$ cat config.mk
export PLATFORM = sky130hd
export DESIGN_NAME = reg_status_table
export DESIGN_NICKNAME = d
export VERILOG_FILES = /design/src/rtl/reg_status_table.sv
export SDC_FILE = /design/constraint.sdc
export NUM_CORES = 1
export LEC_CHECK = 0
export ABC_CLOCK_PERIOD_IN_PS = 7750
export CELL_PAD_IN_SITES_DETAIL_PLACEMENT = 1
export CELL_PAD_IN_SITES_GLOBAL_PLACEMENT = 1
export CORE_ASPECT_RATIO = 0.75
export CORE_UTILIZATION = 32
export CTS_BUF_LIST = sky130_fd_sc_hd__clkbuf_16
export DETAILED_ROUTE_END_ITERATION = 8
export DONT_BUFFER_PORTS = 1
export GPL_TIMING_DRIVEN = 0
export PLACE_DENSITY_LB_ADDON = 0.1
export SYNTH_ARGS = -nofsm -noshare
export SYNTH_HDL_FRONTEND = slang
export SYNTH_SLANG_ARGS = --single-unit
$ cat constraint.sdc
create_clock -name clk -period 7.75 [get_ports clk]
set_input_delay 0.775 -clock clk [delete_from_list [all_inputs] [get_ports clk]]
set_output_delay 0.775 -clock clk [all_outputs]
set_load 0.02 [all_outputs]
$ cat src/rtl/reg_status_table.sv
// Register-status (rename) table: per architectural register, a busy bit and the ROB tag
// that will produce its value. Supports rename, tag-matched commit clearing, flush and a 1-cycle lookup.
module reg_status_table #(
    parameter int NUM_REGS   = 32,
    parameter int ROB_DEPTH  = 16,
    parameter int NUM_COMMIT = 2,
    parameter int TAG_W      = $clog2(ROB_DEPTH),
    parameter int RA_W       = $clog2(NUM_REGS),
    parameter int CNT_W      = $clog2(NUM_REGS + 1)
) (
    input  logic                       clk,
    input  logic                       rst,
    input  logic                       lookup_valid,
    input  logic [RA_W-1:0]            src1,
    input  logic [RA_W-1:0]            src2,
    output logic                       lookup_done,
    output logic                       q1_busy,
    output logic                       q2_busy,
    output logic [TAG_W-1:0]           q1_tag,
    output logic [TAG_W-1:0]           q2_tag,
    input  logic                       rename_en,
    input  logic [RA_W-1:0]            rename_reg,
    input  logic [TAG_W-1:0]           rename_tag,
    input  logic [NUM_COMMIT-1:0]      commit_en,
    input  logic [NUM_COMMIT*RA_W-1:0] commit_reg,
    input  logic [NUM_COMMIT*TAG_W-1:0] commit_tag,
    input  logic                       flush,
    input  logic [RA_W-1:0]            probe_reg,
    output logic                       probe_busy,
    output logic [TAG_W-1:0]           probe_tag,
    output logic [CNT_W-1:0]           busy_count
);

    // Lookup handshake: lookup_valid is accepted every cycle (no ready); lookup_done pulses
    // exactly one cycle later with q outputs valid, and q outputs hold otherwise.

    logic [NUM_REGS-1:0] busy_q;
    logic [TAG_W-1:0]    tag_q [NUM_REGS];
    logic [NUM_REGS-1:0] busy_d;
    logic [TAG_W-1:0]    tag_d [NUM_REGS];
    logic [NUM_REGS-1:0] clr;
    logic [CNT_W-1:0]    cnt_d;
    logic                q1_busy_d;
    logic                q2_busy_d;
    logic [TAG_W-1:0]    q1_tag_d;
    logic [TAG_W-1:0]    q2_tag_d;

    // A commit clears only when its tag still owns the register; stale commits fall through.
    always_comb begin
        clr = '0;
        for (int k = 0; k < NUM_COMMIT; k++) begin
            for (int r = 1; r < NUM_REGS; r++) begin
                if (commit_en[k] &&
                    commit_reg[k*RA_W +: RA_W] == RA_W'(r) &&
                    busy_q[r] &&
                    tag_q[r] == commit_tag[k*TAG_W +: TAG_W]) begin
                    clr[r] = 1'b1;
                end
            end
        end
    end

    always_comb begin
        busy_d = busy_q;
        for (int r = 0; r < NUM_REGS; r++) begin
            tag_d[r] = tag_q[r];
        end
        if (flush) begin
            busy_d = '0;
            for (int r = 0; r < NUM_REGS; r++) begin
                tag_d[r] = '0;
            end
        end else begin
            busy_d = busy_q & ~clr;
            if (rename_en && rename_reg != '0) begin
                busy_d[rename_reg] = 1'b1;
                tag_d[rename_reg]  = rename_tag;
            end
        end
        busy_d[0] = 1'b0;
    end

    always_comb begin
        cnt_d = '0;
        for (int r = 0; r < NUM_REGS; r++) begin
            cnt_d = cnt_d + CNT_W'(busy_d[r]);
        end
    end

    // Sources see this cycle's commits and flush, but not this cycle's rename.
    always_comb begin
        q1_busy_d = !flush && (src1 != '0) && busy_q[src1] && !clr[src1];
        q2_busy_d = !flush && (src2 != '0) && busy_q[src2] && !clr[src2];
        q1_tag_d  = q1_busy_d ? tag_q[src1] : '0;
        q2_tag_d  = q2_busy_d ? tag_q[src2] : '0;
    end

    always_ff @(posedge clk) begin
        if (rst) begin
            busy_q      <= '0;
            for (int r = 0; r < NUM_REGS; r++) begin
                tag_q[r] <= '0;
            end
            busy_count  <= '0;
            lookup_done <= 1'b0;
            q1_busy     <= 1'b0;
            q2_busy     <= 1'b0;
            q1_tag      <= '0;
            q2_tag      <= '0;
        end else begin
            busy_q      <= busy_d;
            for (int r = 0; r < NUM_REGS; r++) begin
                tag_q[r] <= tag_d[r];
            end
            busy_count  <= cnt_d;
            lookup_done <= lookup_valid;
            if (lookup_valid) begin
                q1_busy <= q1_busy_d;
                q2_busy <= q2_busy_d;
                q1_tag  <= q1_tag_d;
                q2_tag  <= q2_tag_d;
            end
        end
    end

    assign probe_busy = busy_q[probe_reg];
    assign probe_tag  = tag_q[probe_reg];

endmodule

==> flow_metrics.tcl <==
set metrics [dict create \
    grt_max_degree 18 \
    yosysUniqueCellTypes 70 \
    slowest_stage "nor3_1" \
    synth.top_cell.area_share 0.230 \
    synthesis.nets 1673 \
    synth_top_cells_by_count "dfxtp_1 (176), mux4_2 (150), nor2_1 (150), xor2_1 (138), xnor2_1 (111)" \
    nFillCells 5452 \
    yosysWarnings 0 \
    seq_area_frac_synth 0.230 \
    std_cell_rows 69 \
    min_path_cells 1 \
    cts_sinks 176 \
    tightest_slew_ns 1.35 \
    powerDensity_nw_per_um2 131 \
    synth_cells 1594 \
    antenna_found_initial 3 \
    r2r_cells 19 \
    die_w_um 255 \
    hold_class "input pin to register" \
    nNetsFinal 1692 \
    finalClockSkew_ns 0.0164 \
    grt_pass1_wl_um 112000 \
    core-area_sq_um 47300 \
    endpoint_kind "register" \
    ys_top_cells_by_area "dfxtp_1 (23%), mux4_2 (22%), xor2_1 (7.9%)" \
    p_comb_frac 0.165 \
    wirelength_um 80300 \
    die_h_um 191 \
    fin_area_sq_um 16700 \
    gp_congestion 0.970 \
    path_cells "clkbuf_1 > nor3_1 > or3_1 > or2_2 > clkbuf_1 > a21boi_0 > or2_2 > fa_1 > fa_1 > fa_1 > fa_1 > fa_1 > fa_1 > fa_1 > fa_1 > inv_1 > a21o_1 > a21oi_1 > xor2_1 > nor2_1" \
    synth.largest_area_cell "dfxtp_1" \
    io_pins 71 \
    dpl.hpwl_um 65300 \
    outcome "completed" \
    avgSynthCellArea_sq_um 9.60 \
    synth.cell_area_sq_um 15300 \
    cts_hold_buf 0 \
    clk_pin_slew_ns 0.08 \
    grt_overflow 0 \
    async_reset_ff_frac 0 \
    cts.path.max_buffers 2 \
    start_util 0.324 \
    synth_edf_count 0 \
    drtPass1Iterations 5 \
    ys_ff_latch 176 \
    power_mw 2.19 \
    p_switching_mw 0.717 \
    wl_per_cell_um 35.4 \
    cts_tree "yes" \
    layout-drive-gt1-share 0.178 \
    fin_crit_ns 7.36 \
    relSlewSlack 0.0992 \
    worst-setup-path-type "input pin to register" \
    htreeDepth 4 \
    cp_common_cell "fa_1" \
    p_sw_frac 0.327 \
    critPathArrivalTime_ns 7.71 \
    rsz0062_at_grt "no" \
    ant_nets 0 \
    synth_most_common_cell "dfxtp_1" \
    vias 14019 \
    cts_root_buf "clkbuf_16" \
    fin_crit_sh 0.950 \
    area_growth_pct 9.07 \
    p_leak_nw 5.60 \
    fmax_mhz 136 \
    synth_ff_type "dfxtp_1" \
    drc_errors 0 \
    path_max_fanout 8 \
    grt_pass1_vias 13898 \
    placed_area_sq_um 16100 \
    hold_viol_final 0 \
    portBuffers 0 \
    sequentialPowerShare 0.418 \
    cts-buffers-inserted 17 \
    drtIter0Drc 1619 \
    dieArea_sq_um 48700 \
    max_stage_delay_ns 0.77 \
    critPathRequiredTime_ns 8.10 \
    finalSetupViolCount 0 \
    clkPwrFrac 0.417 \
    max-cap-violations 0 \
    clk_latency_ns 0.48 \
    grt.total_usage 0.337 \
    ir_drop_uv 137 \
    p_int_mw 1.48 \
    vias_per_cell 6.19 \
    final-max-slew-violation-count 0 \
    r2r_setup_slack_ns 0.97 \
    worstSetupStartpointType "input pin" \
]
## flip-flops by register name, summed over array words and instances (netlist names)
signal and cells:
busy_count 6, busy_q 31, lookup_done 1, q1_busy 1, q1_tag 4, q2_busy 1, q2_tag 4, tag_q 128
## kinds of logic after synthesis
group                      after synthesis  synth area share
AOI/OAI and AO/OA                      162            0.0712
xor gates and xnor gates               251             0.145
adders and majority gates               30            0.0358
buffers and inverters                  176            0.0546
DFF                                    176             0.230
muxes                                  237             0.278
and+or+nand+nor                        562             0.185
## power groups by stage
stage	registers (mW)	logic (mW)	clock network, mW
final	0.917	0.363	0.915
after global routing	0.917	0.381	0.966
after CTS	0.916	0.360	0.934
after detailed placement	0.937	0.359	0
after global placement	0.937	0.356	0
after floorplan	0.933	0.236	0
## metrics by stage
stage / worst slack [ns] / util / instances / setup TNS [ns] / hold WS (ns)
after CTS: 0.215 / 0.353 / 2265 / 0 / 0.404
after global routing: 0.0466 / 0.353 / 2265 / 0 / 0.425
after global placement: -0.268 / 0.340 / 2233 / -0.295 / 0.538
final: 0.387 / 0.353 / 2266 / 0 / 0.431
after floorplan: 1.20 / - / 1594 / 0 / 0.461
after detailed placement: -0.260 / 0.340 / 2233 / -0.316 / 0.548
## area by class of cell
class / instances / area, sq um / share of cell area
Clock buffer: 17 / 425 / 0.0255
Sequential cell: 176 / 3520 / 0.211
Inverter: 41 / 154 / 0.00922
Multi-Input combinational cell: 1242 / 11000 / 0.656
Clock inverter: 15 / 155 / 0.00929
Buffer: 135 / 682 / 0.0408
Antenna cell: 1 / 2.50 / 0.000150
Tap cell: 639 / 800 / 0.0479
## cells in the final DEF (no fill, tap or decap), drive strengths merged, types with 5 or more instances in the layout
cell type	instances
a31oi	9
inv	46
nand2b	7
a21oi	76
nor2	150
o21ai	7
a22oi	6
or3	7
a41oi	6
o31ai	8
nand4	42
nand2	108
mux2i	76
xor2	138
buf	62
or2	27
a21boi	14
nand4b	8
fa	23
mux2	11
clkbuf	90
mux4	150
nand3b	8
nor4	21
o221ai	6
nor3	34
and2	11
ha	7
or4	5
dfxtp	176
nor2b	7
o22a	5
nand3	99
clkinv	7
xnor2	113
## worst max-delay path: cells and delay by family
family / cells / cell delay (ns)
simple gates: 5 / 1.47
xor+xnor: 1 / 0.13
compound gates: 3 / 0.67
fa+ha+maj: 8 / 3.84
buf+inv: 3 / 0.79
## per-layer routing
metal,GRT usage,part of all wire
met1,0.492,0.45
met2,0.472,0.40
met3,0.104,0.12
met4,0.0907,0.023
met5,0,0.00012
## final timing paths
kind                       startpoint                  endpoint
max                     rename_reg[4]  busy_count[4]$_SDFF_PP0_
min                      lookup_valid    lookup_done$_SDFF_PP0_
max reg2reg  tag_q[6][3]$_SDFFE_PP0P_  busy_count[4]$_SDFF_PP0_
min reg2reg  tag_q[0][2]$_SDFFE_PP0P_  tag_q[0][2]$_SDFFE_PP0P_
## repair_timing
action | in CTS | in global routing
endpoints found under the hold margin | 0 | 0
resized for setup | 0 | 1
endpoints found under the setup margin | 0 | 1
setup buffers | 0 | 0
Power figures use the tool's default switching activity.
